### config.mk
export PLATFORM = sky130hd
export DESIGN_NAME = binary_up_down_counter
export DESIGN_NICKNAME = d
export VERILOG_FILES = /design/src/rtl/binary_up_down_counter.sv
export SDC_FILE = /design/constraint.sdc
export NUM_CORES = 1
export LEC_CHECK = 0
export CORE_AREA = 8 8 45 47
export DETAILED_ROUTE_END_ITERATION = 16
export DIE_AREA = 0 0 53 55
export HOLD_SLACK_MARGIN = 0.12
export SYNTH_ARGS = -nofsm -noshare
export SYNTH_HDL_FRONTEND = slang
export SYNTH_SLANG_ARGS = --single-unit
### constraint.sdc
create_clock -name clk -period 3.1 [get_ports clk]
set_input_delay 0.31 -clock clk [delete_from_list [all_inputs] [get_ports clk]]
set_output_delay 0.31 -clock clk [all_outputs]
set_load 0.01 [all_outputs]
### src/rtl/binary_up_down_counter.sv
// binary_up_down_counter: loadable modulo/saturating up/down counter with terminal-count flag
//
// Ports:
//   clk        rising-edge clock
//   rst_n      asynchronous active-low reset, forces O to 0
//   sync_reset synchronous clear (highest synchronous priority)
//   load       synchronous parallel load of N
//   count      count enable
//   up_down    direction: 1 up, 0 down (ignored while count=0)
//   N          parallel load value
//   O          registered counter value
//   tc         combinational terminal count: this edge would wrap (or saturate)
//
// Build option: define UDC_SATURATE_EN to hold at the boundary instead of wrapping.
module binary_up_down_counter #(
    parameter int WIDTH = 4
) (
    input  logic             clk,
    input  logic             rst_n,
    input  logic             sync_reset,
    input  logic             load,
    input  logic             count,
    input  logic             up_down,
    input  logic [WIDTH-1:0] N,
    output logic [WIDTH-1:0] O,
    output logic             tc
);
    logic [WIDTH-1:0] r_o;
    logic [WIDTH-1:0] w_step;
    logic [WIDTH-1:0] w_next;
    logic             w_bound;
    // counting further in the current direction would leave the range
    assign w_bound = up_down ? (r_o == {WIDTH{1'b1}}) : (r_o == '0);
`ifdef UDC_SATURATE_EN
    assign w_step = w_bound ? r_o : (up_down ? r_o + 1'b1 : r_o - 1'b1);
`else
    assign w_step = up_down ? r_o + 1'b1 : r_o - 1'b1;
`endif
    always_comb begin
        w_next = sync_reset ? '0 : load ? N : count ? w_step : r_o;
    end
    always_ff @(posedge clk or negedge rst_n) begin
        if (!rst_n) r_o <= '0;
        else        r_o <= w_next;
    end
    assign O  = r_o;
    // rst_n gating keeps tc low during reset even when O=0 and counting down
    assign tc = rst_n & count & ~load & ~sync_reset & w_bound;
endmodule

==> results.toml, run 1 <==
[synthesis]
syn_area_per_cell_sq_um = 8.133
ys_seq_elements = 4
synth.yosys.seq_area_share = 0.3077
syn_nets = 53
synth_cell_types = 20
syn_inst = 40
yosys_warnings = 0
synth_area_sq_um = 325.3

[setup_path]
reg2reg_from = "O[2]"
cp_common_cell = "nor4_1"
max_stage_delay_ps = 580
worstRegToRegCells = 5
crit_buf_inv = 1
cp_max_fo = 6
worstPathRequired_ps = 2790
path_cells = "nor4_1, a21oi_1, nor4_1, clkdlybuf4s50_1"
crit_path_start_kind = "flip-flop"
cp_top_family = "buffers and inverters"
crit_arrival_ps = 1900
slowest_stage = "clkdlybuf4s50_1"
r2r_end = "O[3]"
cp-end-kind = "output pin"
path_class = "reg2out"
reg2reg_slack_ps = 1300

[sta]
finalCritPeriodShare = 0.7124
drv_slew = 0
min_period_ps = 2208
skew_ps = 9.453
finalSetupViolCount = 0
finalHoldViolCount = 0
fmax_mhz = 452.8
tns_ps = 0
max_slew.worst_pin.slew_ps = 313.0
fin_hold_ws_ps = 294.8
relSlewSlack = 0.7907
rsz0062_at_grt = "no"
fin_ws_ps = 891.6

[global_routing]
overflow = 0
grt_pass1_wl_um = 1407
grt_pass1_vias = 325
grt_max_degree = 11
track_usage = 0.06853
antenna_found_initial = 0

[clock_network]
cts_buffers = 3
clock_path_buffers = 2
cts_resized = 0
cts_max_level = 1
cts_setup_buffers = 0
root_buffer = "clkbuf_4"
path_clk_slew_ps = 50
cts_tree = "built"
cts_hold_buf = 0
cts_sinks = 4
clk_latency_ps = 250

[routing]
wl_um = 911
wl_per_cell_um = 12.65
first_pass_iters = 4
remaining_drc_errors = 0
vias = 346
post_drt_via_cell_ratio = 4.806
ant_nets = 0
drt_iter0_markers = 5

[final_layout]
synthToLayoutAreaGrowth_pct = 55.77
final_area_sq_um = 506.7
drive_gt1_frac = 0.08929
largest_register_ffs = 4
diodes = 0
fin_nets = 71

[hold_path]
hold_class = "in2async"

[run]
drv_cap = 0

[floorplanning]
floorplan.initialDensity = 0.2351
io_pins = 15
fp-row-count = 14
dieArea_sq_um = 2915
dieWidth_um = 53
coreArea_sq_um = 1384
fp.dieH_um = 55

[placement]
placed_area_sq_um = 484.2
gp_congestion = 0.7554
dp_hpwl_um = 711.5
portBuffers = 14
place_ws_ps = 829.6

[pwr]
irDropWorstVdd_mv = 0.1715
power.leakage_nw = 0.2141
finalPower_mw = 0.1894
power_per_cell_area_nw_per_um2 = 373.8

[run_status]
status = "finished clean"
stage by stage:
stage,std cells,util
3_5_place_dp,69,0.3499
5_1_grt,72,0.3662
2_1_floorplan,40,-
3_3_place_gp,69,0.3499
4_1_cts,72,0.3662
6_report,72,0.3662
layout by cell type (no fill, tap or decap), drive strengths merged, types with 2 or more instances in the layout:
cell	count
nor4	2
a21oi	7
nand2	2
dfrtp	4
inv	2
ha	2
clkbuf	3
nor2	7
xnor2	2
clkdlybuf4s50	14
synth_stat cells:
| library cell | instances | area share |
|---|---|---|
| clkbuf_1 | 1 | 0.012 |
| nor4_1 | 2 | 0.038 |
| and3_1 | 1 | 0.019 |
| a21oi_1 | 7 | 0.11 |
| nand2_1 | 2 | 0.023 |
| nor2_1 | 7 | 0.081 |
| buf_2 | 1 | 0.015 |
| and4_4 | 1 | 0.035 |
| nand3_1 | 1 | 0.015 |
| xnor2_1 | 2 | 0.054 |
| dfrtp_1 | 4 | 0.31 |
| inv_1 | 2 | 0.023 |
| nand4_1 | 1 | 0.019 |
| or4_1 | 1 | 0.023 |
| ha_1 | 2 | 0.077 |
| mux2i_1 | 1 | 0.031 |
| o21ai_0 | 1 | 0.015 |
| a211oi_1 | 1 | 0.023 |
| fa_1 | 1 | 0.062 |
| nor2b_1 | 1 | 0.019 |
worst reg2reg max path, delay by kind of cell (launching register included):
family	cells	cell delay, ps
and+or+nand+nor	2	620
DFF	1	410
adders and majority gates	1	360
AOI/OAI and AO/OA	2	300
worst max path at each step:
stage | startpoint | endpoint | slack [ps] | cells past startpoint
4_1_cts | O[0] | tc | 860 | 4
6_report | O[0] | tc | 890 | 4
5_1_grt | O[0] | tc | 790 | 4
3_5_place_dp | up_down | O[3] | 830 | 7
3_3_place_gp | up_down | O[3] | 860 | 7
2_1_floorplan | O[2] | O[3] | 1360 | 5
report_power, final:
| part | internal, mW | switching (mW) | total (mW) |
|---|---|---|---|
| Combinational | 0.0331 | 0.0235 | 0.0566 |
| Clock | 0.0436 | 0.0257 | 0.0693 |
| Sequential | 0.0565 | 0.00702 | 0.0636 |
| Total | 0.133 | 0.0561 | 0.189 |
logic make-up (layout without fill, tap and decap cells):
| kind of cell | Yosys count | count (layout) | share of synthesized area |
|---|---|---|---|
| xor+xnor | 2 | 2 | 0.05386 |
| fa+ha+maj | 3 | 3 | 0.1385 |
| buf+inv | 4 | 20 | 0.04998 |
| mux | 1 | 1 | 0.03077 |
| flops | 4 | 4 | 0.3077 |
| compound gates | 9 | 9 | 0.1461 |
| simple gates | 17 | 17 | 0.2731 |
final cells by class:
type | count | area, sq um
Fill cell | 152 | 877.1
Multi-Input combinational cell | 32 | 209.0
Timing Repair Buffer | 15 | 147.6
Sequential cell | 4 | 100.1
Clock buffer | 3 | 22.52
Tap cell | 16 | 20.02
Inverter | 2 | 7.507
routing by layer:
layer,vias up,track usage,part of all wire,routed length [um]
met1,152,0.07209,0.46,422
met3,2,0.04813,0.091,83
met5,-,0,0,0
li1,179,-,-,-
met4,0,0.05172,0.0066,6
met2,13,0.09375,0.44,398
No activity file was read; power rests on OpenSTA's default activity.
==> inputs of run 2 (changes only) <==
==> constraint.sdc (replaced) <==
create_clock -name clk -period 2.1 [get_ports clk]
set_input_delay 0.21 -clock clk [delete_from_list [all_inputs] [get_ports clk]]
set_output_delay 0.21 -clock clk [all_outputs]
set_load 0.01 [all_outputs]
==> run 2 against run 1 <==
Net effect:
- sequential share of layout area is 2.1 points lower
- combinational power rose by 82%
- clock-buffer cell count is the same
- critical path depth up 3
- cell area rose by 12%
- utilization up 4.2 points
- largest cell class unchanged
==> results.toml, run 2 (synthesis gave the netlist of run 1 again) <==
[floorplanning]
floorplan.initialDensity = 0.2351
fp-row-count = 14
coreArea_sq_um = 1384
fp.dieH_um = 55
io_pins = 15
dieArea_sq_um = 2915
dieWidth_um = 53

[global_routing]
gr-usage-met3 = 0.02941
track_usage = 0.07562
grt_max_degree = 10
top_usage_layer = "met2"
grtUsageMet2 = 0.1250
grt_pass1_vias = 413
grt_pass1_wl_um = 1649
antenna_found_initial = 0
gr-usage-met1 = 0.07810
overflow = 0

[clock_network]
clock_path_buffers = 2
cts_hold_buf = 0
cts_max_level = 1
cts_resized = 1
path_clk_slew_ps = 30
cts_sinks = 4
cts_tree = "built"
cts_buffers = 3
cts_setup_buffers = 0
root_buffer = "clkbuf_4"
clk_latency_ps = 230

[sta]
fmax_mhz = 527.2
finalCritPeriodShare = 0.9032
rsz0062_at_grt = "no"
fin_ws_ps = 203.3
finalSetupViolCount = 0
min_period_ps = 1897
finalHoldViolCount = 0
relSlewSlack = 0.8171
fin_hold_ws_ps = 268.3
drv_slew = 0
max_slew.worst_pin.slew_ps = 271.9
skew_ps = 2.053

[routing]
vias = 357
first_pass_iters = 4
wl_per_cell_um = 11.56
remaining_drc_errors = 0
post_drt_via_cell_ratio = 4.463
wl_um = 925
drt_iter0_markers = 6
ant_nets = 0

[setup_path]
cp-end-kind = "flip-flop"
cp_max_fo = 5
crit_path_start_kind = "input pin"
worstPathRequired_ps = 2210
reg2reg_from = "O[2]"
r2r_end = "O[3]"
path_class = "in2reg"
worstRegToRegCells = 5
reg2reg_slack_ps = 300
crit_arrival_ps = 2010

[final_layout]
most-common-layout-cells = "clkdlybuf4s50_1 (13), buf_4 (9), nor2_1 (7), a21oi_1 (7), dfrtp_1 (4)"
synthToLayoutAreaGrowth_pct = 73.85
diodes = 0
n_fill_cell = 138
fin_nets = 79
largest_register_ffs = 4
mostFrequentLayoutCell = "clkdlybuf4s50_1"
finish.utilization = 0.4087
final_area_sq_um = 565.5
drive_gt1_frac = 0.2031

[run_status]
status = "finished clean"

[pwr]
power_frac_comb = 0.362
intPower_mw = 0.2081
switchingPower_mw = 0.07531
power_per_cell_area_nw_per_um2 = 501.2
sw_frac_of_total = 0.2657
p_clk_frac = 0.320
seqPwrFrac = 0.318
irDropWorstVdd_mv = 0.2679
finalPower_mw = 0.2834
power.leakage_nw = 0.2581

[run]
drv_cap = 0

[placement]
placed_area_sq_um = 544.3
portBuffers = 14
dp_hpwl_um = 784.3
gp_congestion = 0.7949
place_ws_ps = -25.83

[hold_path]
hold_class = "in2async"
## run 2: changes by cell type in the layout (fill, tap and decap cells not counted)
cell and change:
buf_4 +8, clkdlybuf4s50_1 -1, dlygate4sd2_1 +1
## run 2: final cells by class
class / instances / area, sq um / area share
clock buffer: 3 / 22.52 / 0.03982
inverter: 2 / 7.507 / 0.01327
multi-input combinational: 32 / 209.0 / 0.3695
sequential: 4 / 100.1 / 0.1770
tap: 16 / 20.02 / 0.03540
timing repair buffer: 23 / 206.4 / 0.3650
## run 2: routing by layer
layer / routed length, um / up-vias / share of wire
li1: - / 189 / -
met1: 387 / 159 / 0.42
met2: 459 / 9 / 0.50
met3: 78 / 0 / 0.084
met4: 0 / 0 / 0
met5: 0 / - / 0
## run 2: through the flow
| step | cells | setup TNS [ps] |
|---|---|---|
| 2_1_floorplan | 40 | 0 |
| 3_3_place_gp | 77 | 0 |
| 3_5_place_dp | 77 | -25.83 |
| 4_1_cts | 80 | 0 |
| 5_1_grt | 80 | 0 |
| 6_report | 80 | 0 |
## run 2: critical path, stage by stage
cell and delay, ps:
clkdlybuf4s50_1 470, inv_1 90, ha_1 320, a21oi_1 200, a21oi_1 100, or4_1 460, and3_1 160
## run 2: power groups by stage
stage / Combinational, mW / Sequential (mW) / Clock (mW)
2_1_floorplan: 0.0413 / 0.0957 / 0
4_1_cts: 0.104 / 0.0903 / 0.0990
3_5_place_dp: 0.103 / 0.0913 / 0
6_report: 0.103 / 0.0902 / 0.0907
3_3_place_gp: 0.103 / 0.0914 / 0
5_1_grt: 0.115 / 0.0912 / 0.101
## run 2: how the worst max path moves through the flow
| stage | startpoint | end | slack, ps | cells after the start |
|---|---|---|---|---|
| global placement | up_down | O[3] | 20 | 7 |
| global route | up_down | O[3] | 50 | 7 |
| detailed placement | up_down | O[3] | -30 | 7 |
| finish | up_down | O[3] | 200 | 7 |
| floorplan | O[2] | O[3] | 360 | 5 |
| CTS | up_down | O[3] | 210 | 7 |
==> inputs of run 3 (changes only) <==
--- a/config.mk
+++ b/config.mk
@@ -9,6 +9,7 @@
 export DETAILED_ROUTE_END_ITERATION = 16
 export DIE_AREA = 0 0 53 55
 export HOLD_SLACK_MARGIN = 0.12
+export SLEW_MARGIN = 15
 export SYNTH_ARGS = -nofsm -noshare
 export SYNTH_HDL_FRONTEND = slang
 export SYNTH_SLANG_ARGS = --single-unit
==> constraint.sdc (replaced) <==
create_clock -name clk -period 2.3 [get_ports clk]
set_input_delay 0.23 -clock clk [delete_from_list [all_inputs] [get_ports clk]]
set_output_delay 0.23 -clock clk [all_outputs]
set_load 0.01 [all_outputs]
==> run 3 against run 2 <==
Net effect:
- worst setup slack better by 110 ps
- flip-flop and latch count stayed put
- die area stayed put
- largest power group is now registers
==> results.toml, run 3 (synthesis gave the netlist of run 1 again) <==
[routing]
ant_nets = 0
post_drt_via_cell_ratio = 4.824
remaining_drc_errors = 0
drt_iter0_markers = 2
vias = 357
wl_per_cell_um = 12.76
first_pass_iters = 2
wl_um = 944

[final_layout]
multi_input_area_sq_um = 215.2
mostFrequentLayoutCell = "clkdlybuf4s50_1"
largest_register_ffs = 4
diodes = 0
fin_nets = 73
regArea_sq_um = 100.1
drive_gt1_frac = 0.1379
finish.utilization = 0.3834
n_fill_cell = 145
synthToLayoutAreaGrowth_pct = 63.08
most-common-layout-cells = "clkdlybuf4s50_1 (13), nor2_1 (7), a21oi_1 (7), dfrtp_1 (4)"

[hold_path]
hold_class = "in2async"

[setup_path]
worstRegToRegCells = 5
crit_path_start_kind = "input pin"
worstPathRequired_ps = 2410
reg2reg_slack_ps = 460
crit_arrival_ps = 2100
reg2reg_from = "O[2]"
cp-end-kind = "flip-flop"
cp_max_fo = 6
r2r_end = "O[3]"
path_class = "in2reg"

[global_routing]
grt_pass1_vias = 346
grt_pass1_wl_um = 1469
overflow = 0
track_usage = 0.06955
antenna_found_initial = 0
grt_max_degree = 10

[run]
drv_cap = 0

[sta]
tns_ps = 0
finalHoldViolCount = 0
rsz0062_at_grt = "no"
finalCritPeriodShare = 0.8644
min_period_ps = 1988
drv_slew = 0
fmax_mhz = 503.0
max_slew.worst_pin.slew_ps = 286.1
relSlewSlack = 0.8092
fin_hold_ws_ps = 294.2
finalSetupViolCount = 0
skew_ps = 0.4579

[floorplanning]
dieWidth_um = 53
coreArea_sq_um = 1384
fp-row-count = 14
dieArea_sq_um = 2915
fp.dieH_um = 55
floorplan.initialDensity = 0.2351
io_pins = 15

[clock_network]
cts_setup_buffers = 0
cts_buffers = 3
cts_hold_buf = 0
clk_latency_ps = 230
cts_resized = 0
cts_max_level = 1
path_clk_slew_ps = 30
clock_path_buffers = 2
cts_tree = "built"
root_buffer = "clkbuf_4"
cts_sinks = 4

[pwr]
power.leakage_nw = 0.2433
irDropWorstVdd_mv = 0.2507
power_per_cell_area_nw_per_um2 = 470.9

[run_status]
status = "finished clean"

[placement]
dp_hpwl_um = 746.8
gp_congestion = 0.7565
portBuffers = 14
[run 3: cell types whose count changed in the layout (fill, tap and decap cells not counted), sizes merged]
cell,change
buf,-6
dlygate4sd2,-1
dlymetal6s2s,+1
[run 3: worst max-delay path by stage]
stage | start | to | slack (ps)
floorplan | O[2] | O[3] | 560
global placement | up_down | O[3] | 120
detailed placement | up_down | O[3] | 90
CTS | O[0] | tc | 70
global route | up_down | O[3] | 170
finish | up_down | O[3] | 310
[run 3: cell type report]
type	count	area share
timing repair buffer	17	0.3113
clock buffer	3	0.04245
sequential	4	0.1887
inverter	2	0.01415
tap	16	0.03774
multi-input combinational	32	0.4057
[run 3: worst max-delay path: stages]
cell and delay, ps:
clkdlybuf4s50_1 470, inv_1 110, ha_1 340, a21oi_1 220, a21oi_1 120, or4_1 450
and3_1 150
[run 3: where the power goes]
part	total, mW	switching [mW]	internal, mW
Clock	0.0826	0.0245	0.0581
Combinational	0.0802	0.0328	0.0474
Sequential	0.0871	0.0107	0.0763
Total	0.250	0.0681	0.182
[run 3: stage by stage]
step	worst slack [ps]	cells	area, sq um	power, mW
floorplan	559.9	40	325.3	0.1250
global placement	121.8	71	499.2	0.1655
detailed placement	85.32	71	499.2	0.1658
CTS	69.39	74	521.8	0.2532
global route	174.3	74	530.5	0.2693
finish	311.9	74	530.5	0.2498
[run 3: per-layer routing]
layer | wire [um] | share of wire | GRT usage
met5 | 0 | 0 | 0
met4 | 12 | 0.013 | 0.06466
met3 | 97 | 0.10 | 0.03476
met2 | 472 | 0.50 | 0.1094
met1 | 360 | 0.38 | 0.06575
